File: src/rtl/button_debouncer_pkg.sv
// Shared types and defaults for the button debouncer: FSM state encoding and
// default timing parameters.
package button_debouncer_pkg;

  typedef enum logic [1:0] {
    IDLE_LOW  = 2'd0,
    WAIT_HIGH = 2'd1,
    IDLE_HIGH = 2'd2,
    WAIT_LOW  = 2'd3
  } state_t;

  localparam int DEFAULT_CLOCK_FREQUENCY = 100_000_000;
  localparam int DEFAULT_STABLE_CYCLES   = 1_000_000;
  localparam int DEFAULT_SYNC_STAGES     = 2;

endpackage

File: src/rtl/button_debouncer_if.sv
// Raw button input and debounced outputs.
// Outputs are registered levels/strobes with no handshake: they are sampled on
// every clk edge, and o_w_rise/o_w_fall are valid for exactly one cycle each.
interface button_debouncer_if;

  logic i_w_in;
  logic o_w_level;
  logic o_w_rise;
  logic o_w_fall;
  logic o_w_busy;

  modport master (
    output i_w_in,
    input  o_w_level,
    input  o_w_rise,
    input  o_w_fall,
    input  o_w_busy
  );

  modport slave (
    input  i_w_in,
    output o_w_level,
    output o_w_rise,
    output o_w_fall,
    output o_w_busy
  );

endinterface

File: src/rtl/button_debouncer_sync_ff.sv
// N-stage flip-flop synchronizer with synchronous reset, used wherever an
// asynchronous board input enters the clk domain.
module sync_ff #(
  parameter int N = 2
) (
  input  logic clk,
  input  logic i_w_reset,
  input  logic i_w_d,
  output logic o_w_q
);

  logic [N-1:0] r_chain;

  always_ff @(posedge clk) begin
    if (i_w_reset) begin
      r_chain <= '0;
    end else begin
      r_chain <= {r_chain[N-2:0], i_w_d};
    end
  end

  assign o_w_q = r_chain[N-1];

endmodule

File: src/rtl/button_debouncer.sv
// Debounces a bouncing asynchronous input: synchronizer, stability counter and
// a four-state FSM producing a clean level plus one-cycle rise/fall strobes.
module button_debouncer
  import button_debouncer_pkg::*;
#(
  parameter int CLOCK_FREQUENCY = DEFAULT_CLOCK_FREQUENCY,
  parameter int STABLE_CYCLES   = DEFAULT_STABLE_CYCLES,
  parameter int SYNC_STAGES     = DEFAULT_SYNC_STAGES
) (
  input  logic                clk,
  input  logic                i_w_reset,
  button_debouncer_if.slave   bus,
  output state_t              o_state
);

  localparam int            CW   = $clog2(STABLE_CYCLES);
  localparam logic [CW-1:0] LAST = CW'(STABLE_CYCLES - 1);

  if (STABLE_CYCLES < 2 || SYNC_STAGES < 2 || CLOCK_FREQUENCY <= 0) begin : g_bad_params
    $error("button_debouncer: STABLE_CYCLES and SYNC_STAGES must be >= 2");
  end

  logic          w_sync_in;
  state_t        r_state;
  logic [CW-1:0] r_cnt;
  logic          r_level;
  logic          r_rise;
  logic          r_fall;
  logic          r_busy;

  sync_ff #(
    .N(SYNC_STAGES)
  ) u_sync (
    .clk      (clk),
    .i_w_reset(i_w_reset),
    .i_w_d    (bus.i_w_in),
    .o_w_q    (w_sync_in)
  );

  // A candidate accumulates one sample per cycle; a single disagreeing sample
  // aborts it, and the abort check comes before the commit check.
  always_ff @(posedge clk) begin
    if (i_w_reset) begin
      r_state <= IDLE_LOW;
      r_cnt   <= '0;
      r_level <= 1'b0;
      r_rise  <= 1'b0;
      r_fall  <= 1'b0;
      r_busy  <= 1'b0;
    end else begin
      r_rise <= 1'b0;
      r_fall <= 1'b0;
      case (r_state)
        IDLE_LOW: begin
          r_cnt <= '0;
          if (w_sync_in) begin
            r_state <= WAIT_HIGH;
            r_cnt   <= CW'(1);
            r_busy  <= 1'b1;
          end
        end
        WAIT_HIGH: begin
          if (!w_sync_in) begin
            r_state <= IDLE_LOW;
            r_cnt   <= '0;
            r_busy  <= 1'b0;
          end else if (r_cnt == LAST) begin
            r_state <= IDLE_HIGH;
            r_cnt   <= '0;
            r_level <= 1'b1;
            r_rise  <= 1'b1;
            r_busy  <= 1'b0;
          end else begin
            r_cnt <= r_cnt + 1'b1;
          end
        end
        IDLE_HIGH: begin
          r_cnt <= '0;
          if (!w_sync_in) begin
            r_state <= WAIT_LOW;
            r_cnt   <= CW'(1);
            r_busy  <= 1'b1;
          end
        end
        WAIT_LOW: begin
          if (w_sync_in) begin
            r_state <= IDLE_HIGH;
            r_cnt   <= '0;
            r_busy  <= 1'b0;
          end else if (r_cnt == LAST) begin
            r_state <= IDLE_LOW;
            r_cnt   <= '0;
            r_level <= 1'b0;
            r_fall  <= 1'b1;
            r_busy  <= 1'b0;
          end else begin
            r_cnt <= r_cnt + 1'b1;
          end
        end
        default: begin
          r_state <= IDLE_LOW;
          r_cnt   <= '0;
          r_busy  <= 1'b0;
        end
      endcase
    end
  end

  assign bus.o_w_level = r_level;
  assign bus.o_w_rise  = r_rise;
  assign bus.o_w_fall  = r_fall;
  assign bus.o_w_busy  = r_busy;
  assign o_state       = r_state;

endmodule

File: src/flat_wrapper.sv
// flat-port wrapper written by rule: the top's interface ports become plain ports
module button_debouncer_flat import button_debouncer_pkg::*;
#(
  parameter int CLOCK_FREQUENCY = DEFAULT_CLOCK_FREQUENCY,
  parameter int STABLE_CYCLES   = DEFAULT_STABLE_CYCLES,
  parameter int SYNC_STAGES     = DEFAULT_SYNC_STAGES
)
  (clk, i_w_reset, o_state, bus_i_w_in, bus_o_w_level, bus_o_w_rise, bus_o_w_fall, bus_o_w_busy);
  button_debouncer_if bus_i ();
  input  logic clk;
  input  logic i_w_reset;
  output state_t o_state;
  input wire logic [$bits(bus_i.i_w_in)-1:0] bus_i_w_in;
  output wire logic [$bits(bus_i.o_w_level)-1:0] bus_o_w_level;
  output wire logic [$bits(bus_i.o_w_rise)-1:0] bus_o_w_rise;
  output wire logic [$bits(bus_i.o_w_fall)-1:0] bus_o_w_fall;
  output wire logic [$bits(bus_i.o_w_busy)-1:0] bus_o_w_busy;
  assign bus_i.i_w_in = bus_i_w_in;
  assign bus_o_w_level = bus_i.o_w_level;
  assign bus_o_w_rise = bus_i.o_w_rise;
  assign bus_o_w_fall = bus_i.o_w_fall;
  assign bus_o_w_busy = bus_i.o_w_busy;
  button_debouncer #(.CLOCK_FREQUENCY(CLOCK_FREQUENCY), .STABLE_CYCLES(STABLE_CYCLES), .SYNC_STAGES(SYNC_STAGES)) u_core (.clk(clk), .i_w_reset(i_w_reset), .bus(bus_i), .o_state(o_state));
endmodule
File: config.mk
export PLATFORM = sky130hd
export DESIGN_NAME = button_debouncer_flat
export DESIGN_NICKNAME = d
export VERILOG_FILES = /design/src/rtl/button_debouncer_pkg.sv /design/src/rtl/button_debouncer_if.sv /design/src/rtl/button_debouncer_sync_ff.sv /design/src/rtl/button_debouncer.sv /design/src/flat_wrapper.sv
export SDC_FILE = /design/constraint.sdc
export NUM_CORES = 1
export LEC_CHECK = 0
export CORE_UTILIZATION = 50
export CTS_BUF_LIST = sky130_fd_sc_hd__clkbuf_16
export DETAILED_ROUTE_END_ITERATION = 16
export GPL_ROUTABILITY_DRIVEN = 0
export PLACE_DENSITY = 0.82
export SLEW_MARGIN = 20
export SYNTH_ARGS = -nofsm -noshare
export SYNTH_HDL_FRONTEND = slang
export SYNTH_HIERARCHICAL = 1
export SYNTH_SLANG_ARGS = --single-unit
File: constraint.sdc
create_clock -name clk -period 5.27 [get_ports clk]
set_clock_uncertainty 0.15 [all_clocks]
set_input_delay 0.7905 -clock clk [delete_from_list [all_inputs] [get_ports clk]]
set_output_delay 0.7905 -clock clk [all_outputs]
set_load 0.05 [all_outputs]
Word level (Yosys, flattened, before mapping)

Cells that the tools add are included.

Bits in registers: 28
Latch bits: 0
Bits in writable memories: 0
ROM bits: 0
Input bits: 3
Output and inout bits: 6
Word-level logic and storage cells: 55
Memories: 0

$add $sub $neg: 1
Multipliers: 0
Div/mod/pow operators: 0
$lt $le $gt $ge: 0
Eq/ne operators: 12
Shift-type cells: 0
Multiplexer cells: 25
Bitwise logic cells: 3
Reduce and logical (&&, ||, !) cells: 7

Operators with widths:

| operator                                                         | count |
|---|---|
| 20-bit case mux with 4 select lines                              | 1 |
| 20-bit two-way mux                                               | 3 |
| 20-bit by 1-bit adder with 20-bit output (second input constant) | 1 |
| 20-bit == test (second input constant)                           | 1 |
| 1-bit two-way mux                                                | 12 |
| 2-bit two-way mux                                                | 6 |
| 2-bit != test (second input constant)                            | 4 |
| 2-bit case mux with 4 select lines                               | 1 |
| 3-bit by 2-bit != test with 1-bit output (second input constant) | 2 |
| 3-bit OR reduction                                               | 2 |
| 5-bit AND reduction                                              | 1 |
| 2-bit == test (second input constant)                            | 2 |
| 2-bit by 1-bit != test with 1-bit output (second input constant) | 2 |
| 1-bit case mux with 4 select lines                               | 1 |
| 4-bit AND reduction                                              | 1 |
| 1-bit inverter                                                   | 3 |
| 2-bit by 1-bit == test with 1-bit output (second input constant) | 1 |
| 2-bit zero test                                                  | 1 |
| 1-bit case mux with 2 select lines                               | 1 |
| 2-bit AND reduction                                              | 1 |
| 2-bit nonzero test                                               | 1 |

Logic depth before layout (Yosys ltp)

Gate-level depths: netlist of the first run.

Depth after elaboration: 4
Gate-level depth with buffers: 7
Depth with buffers taken out: 5

Cells and area by module

Netlist of the first run, hierarchy kept.

By module, submodules not included:

| module           | times used | cells an instance | area each (um^2) | sequential area each (um^2) |
|---|---|---|---|---|
| button_debouncer | 1          | 133               | 1157.4           | 520.5 |
| sync_ff          | 1          | 4                 | 52.6             | 40.0 |

Worst setup path before layout of the first run

OpenSTA, ideal clock, no wires.

Path kind: register -> register
From: register u_core.r_cnt[0]
To: register u_core.r_level, in the netlist u_core/bus.o_w_level
Setup time: 0.074 ns
Arrival: 1.902 ns
Required time: 5.046 ns
Setup slack: 3.144 ns
Stages on the path, launching flop included: 6
Buffers on the path: 0
Period minus slack after synthesis: 2.126 ns
Cell sequence: dfxtp_1 ha_1 nand3_1 or4_4 or4_1 a31oi_1

Word-level cells in the longest chain between the ends: 3
Elaborated cells on any way between the ends: 4
Classes of those cells: eq/ne: 3; reduce/logical: 1

RTL lines:

| item                                               | line                                           | text |
|---|---|---|
| start, declared                                    | button_debouncer.sv:25                         | `logic [CW-1:0] r_cnt;` |
| start signal, assigned                             | button_debouncer.sv:74                         | `r_cnt <= r_cnt + 1'b1;` |
| start signal, assigned                             | button_debouncer.sv:97                         | `r_cnt <= r_cnt + 1'b1;` |
| 20-bit == test (*)                                 | button_debouncer.sv:67, button_debouncer.sv:90 |  |
| 2-bit by 1-bit != test with 1-bit output (no line) | --                                             |  |
| 5-bit AND reduction (no line) (*)                  | --                                             |  |
| end signal, assigned                               | button_debouncer.sv:46                         | `r_level <= 1'b0;` |
| end signal, assigned                               | button_debouncer.sv:70                         | `r_level <= 1'b1;` |
| end signal, assigned                               | button_debouncer.sv:93                         | `r_level <= 1'b0;` |
| end, declared                                      | button_debouncer.sv:26                         | `logic r_level;` |

Mark *: on every way between the ends. The rest lies on a longest branch, timed or not.
A chain may end at the register's enable or synchronous reset.

Worst setup path in the final report of the first run

From: register u_core.r_cnt[0]
To: register u_core.r_cnt[13]

Word-level cells in the longest chain between the ends: 4
Elaborated cells on any way between the ends: 6
Classes of those cells: add/sub: 1; eq/ne: 1; mux: 4

RTL lines:

| item                                                                              | line                                           | text |
|---|---|---|
| 20-bit by 1-bit adder with 20-bit output / 20-bit == test (equally long branches) | --                                             |  |
| 20-bit two-way mux (*)                                                            | button_debouncer.sv:67, button_debouncer.sv:90 |  |
| 20-bit two-way mux, on equally long branches                                      | button_debouncer.sv:86, button_debouncer.sv:63 |  |
| 20-bit case mux with 4 select lines (*)                                           | button_debouncer.sv:53                         | `case (r_state)` |

Marks and branches as above.

==> results of run 1 <==
==> critical path, delay by kind of cell (launching register included) <==
kind	cells	cell delay, ns
DFF	1	0.39
AOI/OAI and AO/OA	1	0.59
adders and majority gates	1	0.24
and+or+nand+nor	3	1.07
==> sequential cells by signal (all words and copies together), names as in the netlist, named ones only <==
| signal | flops |
|---|---|
| u_core/r_cnt | 20 |
| u_core/u_sync/r_chain | 2 |
| u_core/bus.o_w_busy | 1 |
| u_core/bus.o_w_fall | 1 |
| u_core/bus.o_w_level | 1 |
| u_core/bus.o_w_rise | 1 |
| u_core/o_state | 1 |
==> cells by family after synthesis <==
group	Yosys count	synth area share
buffers and inverters	9	0.02999
DFF	28	0.4633
and+or+nand+nor	66	0.2978
adders and majority gates	1	0.01034
xor gates and xnor gates	15	0.1086
AOI/OAI and AO/OA	18	0.08997
==> metal layers <==
metal | track usage | vias to the layer above
met2 | 0.3618 | 37
met1 | 0.2537 | 498
met5 | 0 | -
li1 | - | 505
met3 | 0.06250 | 4
met4 | 0.07407 | 0
==> stage by stage <==
stage	worst slack (ns)	std cells	util	hold WS (ns)	area [µm²]
floorplan	3.144	137	-	0.2638	1210
global placement	2.833	170	0.5816	0.2729	1311
detailed placement	2.748	170	0.5816	0.2848	1311
CTS	2.727	174	0.6165	0.2978	1390
global route	2.519	174	0.6165	0.3116	1390
finish	2.690	174	0.6165	0.2927	1390
==> worst paths after layout <==
| kind | from | to | slack [ns] | cells after the start |
|---|---|---|---|---|
| setup / recovery | u_core/r_cnt[0]$_SDFF_PP0_ | u_core/r_cnt[13]$_SDFF_PP0_ | 2.69 | 5 |
| hold / removal | u_core/u_sync/r_chain[0]$_SDFF_PP0_ | u_core/u_sync/r_chain[1]$_SDFF_PP0_ | 0.29 | 1 |
| setup reg to reg | u_core/r_cnt[0]$_SDFF_PP0_ | u_core/r_cnt[13]$_SDFF_PP0_ | 2.69 | 5 |
| hold reg to reg | u_core/u_sync/r_chain[0]$_SDFF_PP0_ | u_core/u_sync/r_chain[1]$_SDFF_PP0_ | 0.29 | 1 |
==> cell type report <==
type | count | share of cell area
clock inverters | 1 | 0.002700
multi-input cells | 100 | 0.4410
repair buffers | 8 | 0.05761
well taps | 28 | 0.02520
inverters | 6 | 0.01620
flip-flops and latches | 28 | 0.4032
clock buffers | 3 | 0.05401
==> cell usage after synthesis, types with 4 or more instances <==
cell type | instances | share of area
a21oi_1 | 6 | 0.025
dfxtp_1 | 28 | 0.46
inv_1 | 6 | 0.019
nand2_1 | 4 | 0.012
nand3_1 | 8 | 0.033
nand4_1 | 7 | 0.036
nor2_1 | 19 | 0.059
nor3_1 | 4 | 0.017
nor4_1 | 7 | 0.036
o21ai_0 | 5 | 0.021
xnor2_1 | 13 | 0.094
==> power by group <==
group / switching, µW / internal (µW) / leakage, µW
Clock: 69.7 / 102 / 0.0000385
Combinational: 8.57 / 5.57 / 0.000146
Sequential: 2.05 / 214 / 0.000226
Total: 80.3 / 321 / 0.000411
==> run_summary.xml, run 1 <==
<?xml version="1.0" encoding="UTF-8"?>
<metrics>
  <group name="run_status">
    <metric name="run_status" unit="">finished, final reports clean</metric>
  </group>
  <group name="logic_synthesis">
    <metric name="synthesis.area" unit="µm²">1210</metric>
    <metric name="post_synth_edffs" unit="">0</metric>
    <metric name="synth_async_sr_flop_share" unit="">0</metric>
    <metric name="synthesis_warnings" unit="">6</metric>
    <metric name="synthesis.area_per_instance" unit="µm²">8.831</metric>
    <metric name="synth_seq_cells" unit="">28</metric>
    <metric name="postSynthNetCount" unit="">141</metric>
    <metric name="synth_flop_cell" unit="">dfxtp_1</metric>
    <metric name="synth.distinct_cells" unit="">30</metric>
    <metric name="synth_sequential_area_ratio" unit="">0.4633</metric>
    <metric name="synthesis.instances" unit="">137</metric>
  </group>
  <group name="drt">
    <metric name="dr_wl_met2" unit="µm">1212</metric>
    <metric name="detailedRoute.firstPassIterationCount" unit="">4</metric>
    <metric name="via_per_inst" unit="">6.000</metric>
    <metric name="detailroute.wirelength.met3" unit="µm">100</metric>
    <metric name="route.detailed.drc" unit="">0</metric>
    <metric name="num_vias" unit="">1044</metric>
    <metric name="drtIter0Drc" unit="">24</metric>
    <metric name="wirelength_met1" unit="µm">1078</metric>
    <metric name="wl" unit="µm">2415</metric>
    <metric name="post_drt_wl_per_cell" unit="µm">13.88</metric>
    <metric name="final_antenna_net_count" unit="">0</metric>
    <metric name="routed.top_layer" unit="">met4</metric>
  </group>
  <group name="finish">
    <metric name="mostFrequentLayoutCells" unit="">28 x dfxtp_1, 19 x nor2_1, 13 x xnor2_1</metric>
    <metric name="n_fill_cell" unit="">206</metric>
    <metric name="insertedDiodeCount" unit="">0</metric>
    <metric name="layout_commonest_cell" unit="">dfxtp_1</metric>
    <metric name="drive_above_1_share" unit="">0.05479</metric>
    <metric name="ff_latch_area" unit="µm²">560.5</metric>
    <metric name="areaGrowthSynthToFinish" unit="%">14.89</metric>
    <metric name="multi_input_area" unit="µm²">613.1</metric>
    <metric name="final_nets" unit="">151</metric>
  </group>
  <group name="critical_path">
    <metric name="critPathLaunchType" unit="">flop</metric>
    <metric name="worstPathCellList" unit="">ha_1, nand3_1, nor4_1, a211o_1, nor2_1</metric>
    <metric name="timing.critical_path.slowest_stage_cell" unit="">nor4_1</metric>
    <metric name="worstPathMaxFanout" unit="">18</metric>
    <metric name="arrival" unit="ns">2.55</metric>
    <metric name="endpoint_kind" unit="">flop</metric>
    <metric name="timing.setup.critical_path_class" unit="">reg2reg</metric>
    <metric name="timing.critical_path.required" unit="ns">5.24</metric>
    <metric name="crit_path_max_incr_delay" unit="ns">0.65</metric>
  </group>
  <group name="cts">
    <metric name="number_of_post_cts_setup_repair_buffers" unit="">0</metric>
    <metric name="root_buffer" unit="">clkbuf_16</metric>
    <metric name="postCtsHoldBufs" unit="">0</metric>
    <metric name="cts.clk_slew.worst_paths" unit="ns">0.07</metric>
    <metric name="clk-insertion-delay-late" unit="ns">0.26</metric>
    <metric name="post_cts_resize_count" unit="">0</metric>
    <metric name="number_of_clock_buffers_inserted_by_tritoncts" unit="">3</metric>
    <metric name="max-clock-path-buffers" unit="">2</metric>
    <metric name="htree_levels" unit="">1</metric>
    <metric name="cts.sinks" unit="">28</metric>
    <metric name="cts_tree" unit="">done</metric>
  </group>
  <group name="global_route">
    <metric name="grt_pass1_wl" unit="µm">4071</metric>
    <metric name="grt_remaining_overflow" unit="">0</metric>
    <metric name="grt_pass1_vias" unit="">919</metric>
    <metric name="grt_antenna_before_repair" unit="">0</metric>
    <metric name="grt_usage" unit="">0.2133</metric>
    <metric name="maximum_number_of_pins_on_one_net_before_global_route_repair" unit="">19</metric>
  </group>
  <group name="sta">
    <metric name="max_freq" unit="MHz">387.6</metric>
    <metric name="hold_viol" unit="">0</metric>
    <metric name="timing.setup.tns" unit="ns">0</metric>
    <metric name="post_layout_min_period" unit="ns">2.580</metric>
    <metric name="finalMaxSlewViolations" unit="">0</metric>
    <metric name="part_of_the_cycle_the_worst_path_needs" unit="">0.4896</metric>
    <metric name="grt_setup_unrepaired" unit="">no</metric>
    <metric name="final_count_of_negative_setup_slack_endpoints" unit="">0</metric>
    <metric name="tightestPinTransition" unit="ns">0.6534</metric>
    <metric name="timing.max_slew.rel_slack" unit="">0.5604</metric>
  </group>
  <group name="power_and_ir_drop">
    <metric name="power.leakage" unit="µW">0.0004112</metric>
    <metric name="max-vdd-ir-drop" unit="V">0.0002367</metric>
    <metric name="total_power" unit="µW">401.4</metric>
    <metric name="power.density_cell_area" unit="nW/µm²">288.8</metric>
  </group>
  <group name="place">
    <metric name="post-dp-hpwl" unit="µm">1691</metric>
    <metric name="portBuffers" unit="">8</metric>
  </group>
  <group name="min_path">
    <metric name="worst_hold_path_type" unit="">reg2reg</metric>
  </group>
  <group name="floorplan">
    <metric name="num_io_pins" unit="">9</metric>
    <metric name="floorplan.initialDensity" unit="">0.5366</metric>
    <metric name="rows" unit="">17</metric>
    <metric name="dieWidth" unit="µm">51.19</metric>
    <metric name="design.die.area" unit="µm²">2620</metric>
    <metric name="die-height" unit="µm">51.19</metric>
    <metric name="core" unit="µm²">2255</metric>
  </group>
  <group name="run">
    <metric name="drv.max_cap_violation_count" unit="">0</metric>
  </group>
</metrics>
No activity file was read; power rests on OpenSTA's default activity.
==> run 2, diff against run 1 <==
- PLACE_DENSITY: 0.82 -> 0.84
- clock period: 5.27 -> 2.2 ns (I/O delays scaled with it)
==> run 2 against run 1 <==
The run now ends with negative setup slack left. Sequential share of layout area is 2.9 points lower. Via count grew 4.1%. Maximum frequency increased by 15%. Non-clock buffer count grew 9. Clock power rose to 3.1 times the previous value. Critical path depth down 1. Worst hold slack got worse by 0.0030 ns. Global-route usage grew 1.7 points. Combinational power rose to 2.7 times the previous value. Sequential cell count unchanged. Register-to-register slack got worse by 2.7 ns. Largest cell class unchanged.
==> run_summary.xml, run 2 (synthesis results as in run 1) <==
<?xml version="1.0" encoding="UTF-8"?>
<metrics>
  <group name="global_route">
    <metric name="grt_pass1_vias" unit="">977</metric>
    <metric name="grt_remaining_overflow" unit="">0</metric>
    <metric name="grt_antenna_before_repair" unit="">0</metric>
    <metric name="maximum_number_of_pins_on_one_net_before_global_route_repair" unit="">17</metric>
    <metric name="grt_usage" unit="">0.2305</metric>
    <metric name="grt_pass1_wl" unit="µm">4388</metric>
  </group>
  <group name="cts">
    <metric name="cts.clk_slew.worst_paths" unit="ns">0.07</metric>
    <metric name="cts.sinks" unit="">28</metric>
    <metric name="htree_levels" unit="">1</metric>
    <metric name="max-clock-path-buffers" unit="">2</metric>
    <metric name="number_of_post_cts_setup_repair_buffers" unit="">0</metric>
    <metric name="number_of_clock_buffers_inserted_by_tritoncts" unit="">3</metric>
    <metric name="clk-insertion-delay-late" unit="ns">0.26</metric>
    <metric name="root_buffer" unit="">clkbuf_16</metric>
    <metric name="cts_tree" unit="">done</metric>
  </group>
  <group name="critical_path">
    <metric name="arrival" unit="ns">2.26</metric>
    <metric name="cpLargestDelayFamily" unit="">simple AND/OR/NAND/NOR gates</metric>
    <metric name="worstPathCellList" unit="">or4_4, or4_4, or4_1, a31oi_1</metric>
    <metric name="r2r_path_start" unit="">u_core/r_cnt[12]$_SDFF_PP0_</metric>
    <metric name="timing.setup.critical_path_class" unit="">reg2reg</metric>
    <metric name="critical_path.most_common_cell" unit="">or4_4</metric>
    <metric name="crit_buf_inv" unit="">0</metric>
    <metric name="critPathLaunchType" unit="">flop</metric>
    <metric name="endpoint_kind" unit="">flop</metric>
    <metric name="timing.critical_path.required" unit="ns">2.22</metric>
    <metric name="timing.critical_path.slowest_stage_cell" unit="">or4_4</metric>
    <metric name="setup.worst_path.start" unit="">u_core/r_cnt[12]$_SDFF_PP0_</metric>
    <metric name="crit_path_max_incr_delay" unit="ns">0.54</metric>
    <metric name="worstPathMaxFanout" unit="">4</metric>
  </group>
  <group name="power_and_ir_drop">
    <metric name="power.leakage" unit="µW">0.0004630</metric>
    <metric name="max-vdd-ir-drop" unit="V">0.0005107</metric>
    <metric name="power.density_cell_area" unit="nW/µm²">727.9</metric>
    <metric name="total_power" unit="µW">1091</metric>
  </group>
  <group name="drt">
    <metric name="final_antenna_net_count" unit="">0</metric>
    <metric name="post_drt_wl_per_cell" unit="µm">14.94</metric>
    <metric name="detailedRoute.firstPassIterationCount" unit="">4</metric>
    <metric name="via_per_inst" unit="">5.940</metric>
    <metric name="wl" unit="µm">2734</metric>
    <metric name="route.detailed.drc" unit="">0</metric>
    <metric name="drtIter0Drc" unit="">34</metric>
    <metric name="num_vias" unit="">1087</metric>
  </group>
  <group name="place">
    <metric name="dpl-instance-area" unit="µm²">1379</metric>
    <metric name="portBuffers" unit="">8</metric>
    <metric name="dp_worst_setup_slack" unit="ns">0.09554</metric>
    <metric name="post-dp-hpwl" unit="µm">1857</metric>
  </group>
  <group name="floorplan">
    <metric name="num_io_pins" unit="">9</metric>
    <metric name="design.die.area" unit="µm²">2620</metric>
    <metric name="dieWidth" unit="µm">51.19</metric>
    <metric name="rows" unit="">17</metric>
    <metric name="core" unit="µm²">2255</metric>
    <metric name="floorplan.initialDensity" unit="">0.5366</metric>
    <metric name="die-height" unit="µm">51.19</metric>
  </group>
  <group name="sta">
    <metric name="finalMaxSlewViolations" unit="">0</metric>
    <metric name="timing.setup.tns" unit="ns">-0.04301</metric>
    <metric name="tightestPinTransition" unit="ns">0.6216</metric>
    <metric name="final_count_of_negative_setup_slack_endpoints" unit="">1</metric>
    <metric name="max_freq" unit="MHz">445.8</metric>
    <metric name="finalWorstSetupSlack" unit="ns">-0.04301</metric>
    <metric name="post_layout_min_period" unit="ns">2.243</metric>
    <metric name="part_of_the_cycle_the_worst_path_needs" unit="">1.020</metric>
    <metric name="timing.max_slew.rel_slack" unit="">0.5818</metric>
    <metric name="whs" unit="ns">0.2896</metric>
    <metric name="hold_viol" unit="">0</metric>
  </group>
  <group name="finish">
    <metric name="max_flop_register" unit="">u_core/r_cnt</metric>
    <metric name="n_fill_cell" unit="">184</metric>
    <metric name="multi_input_area" unit="µm²">628.1</metric>
    <metric name="stdcell_area" unit="µm²">1499</metric>
    <metric name="layout_commonest_cell" unit="">dfxtp_1</metric>
    <metric name="drive_above_1_share" unit="">0.1355</metric>
    <metric name="biggestRegsByFlops" unit="">u_core/r_cnt x20, u_core/u_sync/r_chain x2</metric>
    <metric name="final_nets" unit="">160</metric>
    <metric name="mostFrequentLayoutCells" unit="">28 x dfxtp_1, 19 x nor2_1, 13 x xnor2_1</metric>
    <metric name="ff_latch_area" unit="µm²">560.5</metric>
    <metric name="insertedDiodeCount" unit="">0</metric>
    <metric name="areaGrowthSynthToFinish" unit="%">23.89</metric>
    <metric name="largest_reg_flops" unit="">20</metric>
  </group>
  <group name="run_status">
    <metric name="violations" unit="">negative setup slack</metric>
    <metric name="run_status" unit="">finished with violations</metric>
  </group>
  <group name="run">
    <metric name="drv.max_cap_violation_count" unit="">0</metric>
  </group>
  <group name="min_path">
    <metric name="worst_hold_path_type" unit="">reg2reg</metric>
    <metric name="timing.hold.worst.start" unit="">u_core/u_sync/r_chain[0]$_SDFF_PP0_</metric>
  </group>
</metrics>
-- run 2: cell type report --
cell class / instances / share of cell area
clock buffer: 3 / 0.05008
clock inverter: 1 / 0.02003
inverter: 6 / 0.01503
multi-input combinational: 100 / 0.4190
sequential: 28 / 0.3740
tap: 28 / 0.02337
timing repair buffer: 17 / 0.09850
-- run 2: stage by stage --
stage / instances / utilization
2_1_floorplan: 137 / -
5_1_grt: 183 / 0.6648
3_5_place_dp: 179 / 0.6115
6_report: 183 / 0.6648
4_1_cts: 183 / 0.6582
3_3_place_gp: 179 / 0.6115
-- run 2: what timing repair did --
| action | 4_1_cts | 5_1_grt |
|---|---|---|
| hold buffers | 0 | 0 |
| endpoints found under the setup margin | 0 | 3 |
| resized for setup | 0 | 3 |
-- run 2: layer usage --
metal,up-vias,GRT usage,routed length (µm)
met5,-,0,0
met4,0,0.1296,96
met3,13,0.05060,116
met2,42,0.3794,1303
met1,508,0.2749,1218
li1,524,-,-
-- run 2: power by group --
| part | switching, µW | total, µW | internal (µW) |
|---|---|---|---|
| Combinational | 23.0 | 37.8 | 14.8 |
| Sequential | 5.15 | 517 | 512 |
| Clock | 174 | 536 | 362 |
| Total | 202 | 1090 | 889 |
-- run 2: path summary, 6_finish.rpt --
check	to	slack, ns	cells past startpoint
setup / recovery	u_core/bus.o_w_level$_SDFFE_PP0P_	-0.04	4
hold / removal	u_core/u_sync/r_chain[1]$_SDFF_PP0_	0.29	1
setup reg to reg	u_core/bus.o_w_level$_SDFFE_PP0P_	-0.04	4
hold reg to reg	u_core/u_sync/r_chain[1]$_SDFF_PP0_	0.29	1
